--- src/rtl/if_pc_unit_pkg.sv ---
// Shared fetch-stage constants: bus widths, reset vector and NOP encoding.
// Imported by the PC unit and the IF/ID register.
package if_pc_unit_pkg;

  localparam int unsigned ADDR_W    = 32;
  localparam int unsigned INSTR_W   = 32;
  localparam int unsigned PC_STEP_B = 4;
  localparam logic [ADDR_W-1:0]  RESET_VEC = '0;
  localparam logic [INSTR_W-1:0] NOP_INSTR = '0;

endpackage

--- src/rtl/if_pc_unit_if_id_reg.sv ---
// IF/ID pipeline register with hold enable and synchronous clear to NOP.
// Latency: one edge. Clear beats enable; enable low holds all outputs.
// Backpressure: en low (hazard stall) freezes the contents.
module if_id_reg
  import if_pc_unit_pkg::*;
#(
  parameter int unsigned B = ADDR_W,
  parameter int unsigned W = INSTR_W
) (
  input  logic         clk,
  input  logic         rst_n,
  input  logic         en,
  input  logic         clr,
  input  logic [W-1:0] instr_d,
  input  logic [B-1:0] pc_plus4_d,
  output logic [W-1:0] instr,
  output logic [B-1:0] pc_plus4,
  output logic         valid
);

  always_ff @(posedge clk or negedge rst_n) begin
    if (!rst_n) begin
      instr    <= W'(NOP_INSTR);
      pc_plus4 <= '0;
      valid    <= 1'b0;
    end else if (clr) begin
      instr    <= W'(NOP_INSTR);
      pc_plus4 <= '0;
      valid    <= 1'b0;
    end else if (en) begin
      instr    <= instr_d;
      pc_plus4 <= pc_plus4_d;
      valid    <= 1'b1;
    end
  end

endmodule

--- src/rtl/if_pc_unit.sv ---
// Instruction-fetch control: PC register, next-PC select and the IF/ID register.
// Latency: instruction at imem_addr A reaches if_id_instr one edge later.
// Backpressure: stall freezes PC and IF/ID; a jump/branch redirect overrides stall.
module if_pc_unit
  import if_pc_unit_pkg::*;
#(
  parameter int unsigned   B        = ADDR_W,
  parameter int unsigned   W        = INSTR_W,
  parameter logic [B-1:0]  RESET_PC = B'(RESET_VEC),
  parameter int unsigned   PC_STEP  = PC_STEP_B
) (
  input  logic         clk,
  input  logic         rst_n,
  input  logic         stall,
  input  logic         flush,
  input  logic         branch_taken,
  input  logic [B-1:0] branch_target,
  input  logic         jump,
  input  logic [B-1:0] jump_target,
  output logic [B-1:0] imem_addr,
  input  logic [W-1:0] imem_data,
  output logic [W-1:0] if_id_instr,
  output logic [B-1:0] if_id_pc_plus4,
  output logic         if_id_valid
);

  logic [B-1:0] pc;
  logic [B-1:0] pc_seq;
  logic         redirect;

  // Carry out of the top bit is dropped, so the PC wraps to zero.
  assign pc_seq    = pc + B'(PC_STEP);
  assign redirect  = jump | branch_taken;
  assign imem_addr = pc;

  always_ff @(posedge clk or negedge rst_n) begin
    if (!rst_n) begin
      pc <= RESET_PC;
    end else if (jump) begin
      pc <= jump_target;
    end else if (branch_taken) begin
      pc <= branch_target;
    end else if (!stall) begin
      pc <= pc_seq;
    end
  end

  if_id_reg #(
    .B (B),
    .W (W)
  ) u_if_id_reg (
    .clk        (clk),
    .rst_n      (rst_n),
    .en         (~stall),
    .clr        (flush | redirect),
    .instr_d    (imem_data),
    .pc_plus4_d (pc_seq),
    .instr      (if_id_instr),
    .pc_plus4   (if_id_pc_plus4),
    .valid      (if_id_valid)
  );

endmodule

--- config.mk ---
export PLATFORM = sky130hd
export DESIGN_NAME = if_pc_unit
export DESIGN_NICKNAME = d
export VERILOG_FILES = /design/src/rtl/if_pc_unit_pkg.sv /design/src/rtl/if_pc_unit_if_id_reg.sv /design/src/rtl/if_pc_unit.sv
export SDC_FILE = /design/constraint.sdc
export NUM_CORES = 1
export LEC_CHECK = 0
export BUFFER_PORTS_ARGS = -buffer_cell sky130_fd_sc_hd__buf_2
export CORE_UTILIZATION = 52
export CTS_BUF_LIST = sky130_fd_sc_hd__clkbuf_8
export CTS_CLUSTER_SIZE = 10
export DETAILED_ROUTE_END_ITERATION = 10
export GPL_ROUTABILITY_DRIVEN = 0
export PLACE_DENSITY = 0.84
export SYNTH_ARGS = -nofsm -noshare
export SYNTH_HDL_FRONTEND = slang
export SYNTH_SLANG_ARGS = --single-unit
--- constraint.sdc ---
create_clock -name clk -period 5.74 [get_ports clk]
set_clock_uncertainty 0.2 [all_clocks]
set_input_delay 0.574 -clock clk [delete_from_list [all_inputs] [get_ports clk]]
set_output_delay 0.574 -clock clk [all_outputs]
set_load 0.02 [all_outputs]
==> impl_metrics.ini, run 1 <==
[timing]
drv_slew = 0
setup_violations = 0
timing.setup.tns_ns = 0
final.min_clock_period_ns = 2.78
rsz0062_at_grt = no
final_hold_viol_count = 0
period_share_pct = 48.5
relSlewSlack_pct = 31.1
fmax_mhz = 359
tightest_slew_ns = 1.03

[logic_synthesis]
synth_edf_count = 0
ys_ff_latch = 97
synthTopCellsByArea = dfrtp_1 47%, mux2i_1 8.8%, nor2_1 5.0%, a21oi_1 4.9%, o21ai_0 4.1%
synth.distinct_cells = 55
async_reset_ff_share_pct = 100
yosysWarnings = 0
syn-instance-count = 549
synth_nets = 652
synthesis.area_um2 = 5140
yosysSeqAreaShare_pct = 47.2
synthFlopType = dfrtp_1
yosysTopAreaCell = dfrtp_1
netlist.area_leader.share_pct = 47.2
syn_area_per_cell_um2 = 9.37

[setup_path]
setup.worst_path.start_class = primary input
crit_type = primary input to flop
critPathMaxStageDelay_ns = 0.69
crit_path_end_kind = flop
crit_chain = buf_2 -> clkinv_1 -> nand2_1 -> o22ai_1 -> o21ai_0 -> o2bb2ai_1
worst_ep_arrival_time_ns = 2.86
crit_slowest_cell = clkinv_1
worstPathRequired_ns = 5.82
critPathMaxFanout = 42

[placement]
dp_cells = 840
dp_hpwl_um = 10500
portBuffers = 198
placed_cell_area_um2 = 6160

[power]
leakagePower_nw = 3.18
finalPower_w = 0.00150
p_per_area_nw_per_um2 = 235
ir_worst_vdd_uv = 133

[floorplan]
io_pins = 199
coreArea_um2 = 9420
die_h_um = 101
dieArea_um2 = 10300
fp.dieW_um = 101
start_util_pct = 54.6
rows = 35

[grt]
grt_pass1_vias = 4817
grtUsageTotal_pct = 29.6
grt_max_degree = 78
grt_pass1_wl_um = 23600
grt.overflow.total = 0
antenna_found_initial = 0

[clock_network]
clock-sinks = 97
clk_latency_ns = 0.36
cts.clk_slew.worst_paths_ns = 0.09
htreeDepth = 3
cts_tree = built
cts-root-buf = clkbuf_8
postCtsSetupBuffers = 0
clock_path_buffers = 2
cts_buffers = 9

[drt]
drt_iter0_drc = 307
drtPass1Iterations = 5
finalWirelength_um = 14800
drc_errors = 0
drt-vias-per-instance = 5.76
routedWlPerCell_um = 17.2
vias = 4946
ant_nets = 0

[worst_hold_path]
min_path_type = primary input to flop

[layout]
n_fill_cell = 751
finish.instance_area_um2 = 6370
areaGrowthSynthToFinish_pct = 23.8
final_layout_size_suffix_gt1_share_pct = 31.8
n_antenna_cell = 0
fin_cells = 858
layout.nets = 827

[flow_run]
cap_violations = 0

[run_status]
outcome = complete, no violations
==> cell usage after synthesis (5+ instances only) <==
| library cell | count |
|---|---|
| dfrtp_1 | 97 |
| a22oi_1 | 5 |
| nand2_1 | 37 |
| xor2_1 | 14 |
| a221oi_1 | 5 |
| nor4_1 | 7 |
| nor3_1 | 20 |
| nor2_1 | 69 |
| o21ai_0 | 42 |
| nand3_1 | 11 |
| buf_2 | 10 |
| o22ai_1 | 10 |
| clkbuf_1 | 26 |
| xnor2_1 | 22 |
| and3_1 | 7 |
| a21oi_1 | 50 |
| inv_1 | 7 |
| nand4_1 | 5 |
| mux2i_1 | 45 |
==> timing repair <==
action                    CTS  global route
hold endpoints to repair   29             0
gates resized for setup     0             0
hold buffers                1             0
==> area by class of cell <==
class / count / area (µm²) / area share [%]
Multi-Input combinational cell: 403 / 2510 / 39.4
Clock buffer: 9 / 124 / 1.95
Inverter: 9 / 33.8 / 0.531
Tap cell: 129 / 161 / 2.53
Clock inverter: 7 / 62.6 / 0.983
Timing Repair Buffer: 204 / 1050 / 16.4
Sequential cell: 97 / 2430 / 38.1
==> power breakdown <==
| part | internal (W) | total [W] | switching, W | leakage (nW) |
|---|---|---|---|---|
| Sequential | 0.000715 | 0.000767 | 0.0000517 | 1.27 |
| Combinational | 0.000116 | 0.000294 | 0.000178 | 1.80 |
| Clock | 0.000198 | 0.000434 | 0.000236 | 0.104 |
| Total | 0.00103 | 0.00150 | 0.000466 | 3.18 |
==> cells by family after synthesis <==
kind of cell / synth area share [%]
and+or+nand+nor: 18.6
adders and majority gates: 0.243
muxes: 8.98
AOI/OAI and AO/OA: 14.9
buffers and inverters: 3.97
xor gates and xnor gates: 6.13
DFF: 47.2
==> critical path, delay by kind of cell <==
kind,cells,cell delay (ns)
AOI/OAI and AO/OA,3,0.52
and+or+nand+nor,1,0.47
buffers and inverters,2,1.28
==> final timing paths <==
path	depth (start not counted)	endpoint	startpoint	slack, ns
worst min register to register	1	u_if_id_reg.valid	u_if_id_reg.valid	0.29
max in group asynchronous	3	imem_addr[0]	rst_n	3.68
worst max register to register	6	imem_addr[18]	imem_addr[2]	3.31
min in group asynchronous	2	u_if_id_reg.valid	rst_n	0.47
worst min-delay path	3	imem_addr[14]	jump_target[14]	0.22
worst max-delay path	6	imem_addr[20]	jump	2.96
==> state kept, by name (all words and copies together) (netlist names) <==
register / flops
imem_addr: 32
u_if_id_reg.valid: 1
u_if_id_reg.instr: 32
u_if_id_reg.pc_plus4: 32
==> per-layer routing <==
layer	vias to the layer above	global-route usage, %	part of all wire (%)
met5	-	0	0
met4	0	8.92	1.9
met3	26	7.04	9.2
met2	267	49.9	49
met1	2373	38.0	40
li1	2280	-	-
==> stage by stage <==
| step | utilization [%] | worst slack, ns | hold slack, ns |
|---|---|---|---|
| after floorplan | - | 3.55 | 0.0784 |
| after global placement | 65.4 | 2.65 | 0.260 |
| after detailed placement | 65.4 | 2.54 | 0.268 |
| after CTS | 67.5 | 2.91 | 0.209 |
| after global routing | 67.6 | 2.81 | 0.223 |
| final | 67.6 | 2.96 | 0.216 |
==> layout by cell type, fill, tap and decap left out, types with 8 or more instances in the layout <==
cell,n
o21ai_0,42
xnor2_1,22
mux2i_1,45
nand3_1,11
inv_1,8
buf_2,196
clkbuf_8,9
nor3_1,20
dfrtp_1,97
nand2_1,37
nor2_1,69
o22ai_1,10
xor2_1,14
a21oi_1,50
(Power assumes the default switching activity.)
==> inputs of run 2 (changes only) <==
--- a/config.mk
+++ b/config.mk
@@ -5,13 +5,14 @@
 export SDC_FILE = /design/constraint.sdc
 export NUM_CORES = 1
 export LEC_CHECK = 0
+export ABC_AREA = 1
 export BUFFER_PORTS_ARGS = -buffer_cell sky130_fd_sc_hd__buf_2
-export CORE_UTILIZATION = 52
+export CORE_UTILIZATION = 46
 export CTS_BUF_LIST = sky130_fd_sc_hd__clkbuf_8
 export CTS_CLUSTER_SIZE = 10
 export DETAILED_ROUTE_END_ITERATION = 10
 export GPL_ROUTABILITY_DRIVEN = 0
-export PLACE_DENSITY = 0.84
+export PLACE_DENSITY = 0.78
 export SYNTH_ARGS = -nofsm -noshare
 export SYNTH_HDL_FRONTEND = slang
 export SYNTH_SLANG_ARGS = --single-unit
==> constraint.sdc (replaced) <==
create_clock -name clk -period 2.25 [get_ports clk]
set_clock_uncertainty 0.2 [all_clocks]
set_input_delay 0.225 -clock clk [delete_from_list [all_inputs] [get_ports clk]]
set_output_delay 0.225 -clock clk [all_outputs]
set_load 0.02 [all_outputs]
==> impl_metrics.ini, run 2 <==
[setup_path]
crit_type = flop to flop
critPathMaxFanout = 6
setup.worst_path.start_class = flop
r2r_end = imem_addr[12]
worstPathRequired_ns = 2.32
crit_start = imem_addr[2]
ff2ff_setup_slack_ns = 0.21
crit_end = imem_addr[12]
worst_ep_arrival_time_ns = 2.10
r2r_start = imem_addr[2]
rr_worst_depth = 8
crit_path_end_kind = flop

[logic_synthesis]
yosysWarnings = 0
ys_ff_latch = 97
yosysMostFrequentCell = nand2_1
synth_commonest_cells = 242 x nand2_1, 133 x nand3_1, 97 x dfrtp_1
synthFlopType = dfrtp_1
synth_edf_count = 0
async_reset_ff_share_pct = 100
synth_nets = 831
syn-instance-count = 728
synth.distinct_cells = 33
synthTopCellsByArea = dfrtp_1 45%, nand2_1 17%, nand3_1 12%, nor2_1 5.6%, a21oi_1 3.1%
netlist.area_leader.share_pct = 45.2
yosysSeqAreaShare_pct = 45.2
syn_area_per_cell_um2 = 7.38
yosysTopAreaCell = dfrtp_1
synthesis.area_um2 = 5370

[timing]
period_share_pct = 90.6
final.min_clock_period_ns = 2.04
setup_violations = 0
final_hold_viol_count = 0
drv_slew = 0
rsz0062_at_grt = no
timing.setup.tns_ns = 0
fin_hold_ws_ns = 0.0126
tightest_slew_ns = 0.493
fmax_mhz = 491
relSlewSlack_pct = 67.1

[drt]
ant_nets = 0
routedWlPerCell_um = 15.3
vias = 5903
drtPass1Iterations = 7
finalWirelength_um = 17400
drc_errors = 0
drt_iter0_drc = 537
drt-vias-per-instance = 5.20

[floorplan]
die_h_um = 110
rows = 39
coreArea_um2 = 11400
dieArea_um2 = 12100
io_pins = 199
start_util_pct = 47.0
fp.dieW_um = 110

[grt]
grt_max_degree = 61
grt_pass1_vias = 5400
grt.overflow.total = 0
antenna_found_initial = 1
grt_pass1_wl_um = 26400
grtUsageTotal_pct = 28.8

[clock_network]
clk_latency_ns = 0.37
cts_buffers = 9
cts-root-buf = clkbuf_8
clock-sinks = 97
htreeDepth = 3
cts_tree = built
clock_path_buffers = 2
cts.clk_slew.worst_paths_ns = 0.10

[placement]
dp_hpwl_um = 11700
portBuffers = 198
placed_cell_area_um2 = 6470

[power]
pwr-share-clk_pct = 27.1
p_comb_share_pct = 24.2
power_frac_seq_pct = 48.7
power_switching_w = 0.00139
p_sw_share_pct = 34.5
p_int_w = 0.00264
leakagePower_nw = 4.13
ir_worst_vdd_uv = 350
p_per_area_nw_per_um2 = 541

[layout]
layout.nets = 1090
final_core_util_pct = 65.4
layout_common_cells = 242 x nand2_1, 197 x buf_2, 133 x nand3_1
layout_commonest_cell = nand2_1
areaGrowthSynthToFinish_pct = 39.1
final_layout_size_suffix_gt1_share_pct = 25.2
finish.instance_area_um2 = 7470

[worst_hold_path]
min_path_type = primary input to flop

[run_status]
outcome = complete, no violations

[flow_run]
cap_violations = 0
run 2: cell count changes after synthesis, moves of 15 or more:
cell	delta
nand2_1	+205
nand3_1	+122
mux2i_1	-45
o21ai_0	-37
xnor2_1	-21
nor3_1	-18
a21oi_1	-17
inv_1	+17
o21ai_1	+15
run 2: layer usage:
layer	up-vias	global-route usage (%)	wire length, µm
li1	2881	-	-
met5	-	0	0
met2	297	48.7	8200
met3	27	4.82	1470
met4	0	10.4	364
met1	2698	37.2	7330
run 2: logic make-up after synthesis:
kind of cell	Yosys count	synth area share (%)
XOR/XNOR	14	2.84
flip-flops	97	45.2
AND/OR/NAND/NOR	480	39.4
adder cells (fa/ha/maj)	1	0.233
buffers and inverters	70	5.59
AO/OA/AOI/OAI	66	6.69
run 2: power groups by stage:
stage	Clock (W)	Sequential [W]	Combinational (W)
floorplan	0	0.00208	0.000396
global placement	0	0.00199	0.000852
detailed placement	0	0.00199	0.000854
CTS	0.00112	0.00196	0.000966
global route	0.00120	0.00198	0.00108
finish	0.00109	0.00197	0.000979
run 2: cell type report:
class	instances	area (µm²)
clock buffer	9	124
inverter	27	101
sequential	97	2430
fill	974	3950
timing repair buffer	291	1930
clock inverter	7	60.1
tap	143	179
multi-input combinational	561	2640
antenna	1	2.50
run 2: stage by stage:
step / worst slack (ns) / std cells / total power, W
finish: 0.212 / 1136 / 0.00404
global route: 0.0962 / 1136 / 0.00426
CTS: 0.241 / 1135 / 0.00405
detailed placement: 0.266 / 1038 / 0.00285
global placement: 0.312 / 1038 / 0.00284
floorplan: 0.380 / 728 / 0.00248
run 2: what timing repair did:
| action | 4_1_cts | 5_1_grt |
|---|---|---|
| hold buffers | 81 | 0 |
| gates resized for setup | 0 | 0 |
| setup buffers | 0 | 0 |
| hold endpoints to repair | 101 | 0 |
run 2: worst max-delay path: stages, from the launching register on:
cell and delay (ns):
dfrtp_1 0.48, ha_1 0.24, nand2_2 0.09, nor2_4 0.17, nand3_1 0.17, xor2_1 0.31, o21ai_1 0.14, nand2_1 0.08
nand2_1 0.04
run 2: how the worst min path moves through the flow:
stage / startpoint / endpoint / slack [ns] / depth (start not counted)
after global routing: branch_target[4] / imem_addr[4] / 0.02 / 5
after CTS: jump_target[11] / imem_addr[11] / 0.008 / 5
after global placement: rst_n / u_if_id_reg.instr[0] / 0.03 / 1
after detailed placement: rst_n / u_if_id_reg.instr[0] / 0.02 / 1
after floorplan: rst_n / imem_addr[0] / -0.27 / 0
final: branch_target[4] / imem_addr[4] / 0.01 / 5
==> inputs of run 3 (changes only) <==
--- a/config.mk
+++ b/config.mk
@@ -5,14 +5,14 @@
 export SDC_FILE = /design/constraint.sdc
 export NUM_CORES = 1
 export LEC_CHECK = 0
-export ABC_AREA = 1
+export ABC_AREA = 0
 export BUFFER_PORTS_ARGS = -buffer_cell sky130_fd_sc_hd__buf_2
 export CORE_UTILIZATION = 46
 export CTS_BUF_LIST = sky130_fd_sc_hd__clkbuf_8
 export CTS_CLUSTER_SIZE = 10
 export DETAILED_ROUTE_END_ITERATION = 10
 export GPL_ROUTABILITY_DRIVEN = 0
-export PLACE_DENSITY = 0.78
+export PLACE_DENSITY = 0.79
 export SYNTH_ARGS = -nofsm -noshare
 export SYNTH_HDL_FRONTEND = slang
 export SYNTH_SLANG_ARGS = --single-unit
==> impl_metrics.ini, run 3 (synthesis results as in run 1) <==
[run_status]
outcome = complete, no violations

[clock_network]
cts.clk_slew.worst_paths_ns = 0.10
cts_buffers = 9
clock_path_buffers = 2
clk_latency_ns = 0.37
cts_tree = built
htreeDepth = 3
clock-sinks = 97
cts-root-buf = clkbuf_8

[timing]
tightest_slew_ns = 0.677
period_share_pct = 96.2
final_hold_viol_count = 0
fin_hold_ws_ns = 0.0211
drv_slew = 0
fmax_mhz = 462
final.min_clock_period_ns = 2.16
setup_violations = 0
relSlewSlack_pct = 54.7

[drt]
ant_nets = 0
routedWlPerCell_um = 17.4
drt_iter0_drc = 370
drt-vias-per-instance = 5.62
drc_errors = 0
vias = 5436
drtPass1Iterations = 5
finalWirelength_um = 16900

[placement]
dp_hpwl_um = 11400
portBuffers = 198
dp_cells = 878

[flow_run]
cap_violations = 0

[power]
p_per_area_nw_per_um2 = 560
finalPower_w = 0.00413
leakagePower_nw = 3.63
ir_worst_vdd_uv = 360

[grt]
grt.overflow.total = 0
antenna_found_initial = 1
grtUsageTotal_pct = 29.5
grt_pass1_wl_um = 26100
grt_max_degree = 45
grt_pass1_vias = 5250

[layout]
areaGrowthSynthToFinish_pct = 43.4
layout_common_cells = 196 x buf_2, 96 x dfrtp_1, 74 x dlygate4sd3_1
n_fill_cell = 827
final_core_util_pct = 67.7
layout_commonest_cell = buf_2
layout.nets = 927
n_antenna_cell = 0
final_layout_size_suffix_gt1_share_pct = 31.9
fin_cells = 968

[worst_hold_path]
min_path_type = primary input to flop
hold_depth = 3

[floorplan]
start_util_pct = 47.2
dieArea_um2 = 11600
die_h_um = 108
io_pins = 199
rows = 38
fp.dieW_um = 108
coreArea_um2 = 10900

[setup_path]
critPathBufInv = 0
path_delay_family = simple AND/OR/NAND/NOR gates
crit_slowest_cell = dfrtp_1
crit_chain = ha_2 -> and3_2 -> nand2_1 -> or2_2 -> mux2_2 -> a21oi_1
cp.depth = 6
rr_worst_depth = 6
critPathMaxFanout = 6
setup.worst_path.start_class = flop
critPathMaxStageDelay_ns = 0.43
crit_path_end_kind = flop
worstPathRequired_ns = 2.35
worst_ep_arrival_time_ns = 2.26
crit_type = flop to flop
run 3: per-layer routing:
metal,global-route usage (%),vias up,wire (µm)
met2,48.4,328,8040
li1,-,2493,-
met4,13.0,2,467
met3,7.57,51,1770
met5,0,-,8
met1,36.6,2562,6590
run 3: report_power, final:
group / switching (W) / internal, W / total [W]
clock network: 0.000594 / 0.000642 / 0.00124
registers: 0.0000997 / 0.00183 / 0.00192
logic: 0.000533 / 0.000435 / 0.000968
total: 0.00123 / 0.00290 / 0.00413
run 3: final cells by class:
type	instances	area (µm²)	share of cell area, %
multi-input combinational	403	2540	34.4
sequential	97	2430	32.9
timing repair buffer	304	1990	27.0
tap	140	175	2.38
clock buffer	10	138	1.87
clock inverter	5	72.6	0.984
inverter	9	33.8	0.458
run 3: through the flow:
stage,setup WS [ns],instance area (µm²),setup TNS [ns]
detailed placement,0.0795,6390,0
global placement,0.154,6390,0
finish,0.0860,7370,0
CTS,0.0131,7340,0
floorplan,0.0644,5140,0
global route,-0.0160,7370,-0.0160
run 3: worst min-delay path, cell delays in order:
cell and delay [ns]:
buf_2 0.08, a211oi_1 0.08, a2bb2oi_1 0.15
run 3: timing repair:
| item | in CTS | in global routing |
|---|---|---|
| resized for setup | 0 | 8 |
| hold buffers | 74 | 0 |
| buffers inserted | 0 | 1 |
| endpoints found under the hold margin | 96 | 0 |
| setup endpoints to repair | 0 | 15 |
run 3: worst paths after layout:
path                                    from                       to  slack, ns
hold / removal             branch_target[30]            imem_addr[30]       0.02
min in group asynchronous              rst_n        u_if_id_reg.valid       0.17
hold reg to reg            u_if_id_reg.valid        u_if_id_reg.valid       0.29
setup reg to reg                imem_addr[2]            imem_addr[22]       0.09
setup / recovery                imem_addr[2]            imem_addr[22]       0.09
max in group asynchronous              rst_n  u_if_id_reg.pc_plus4[2]       1.03
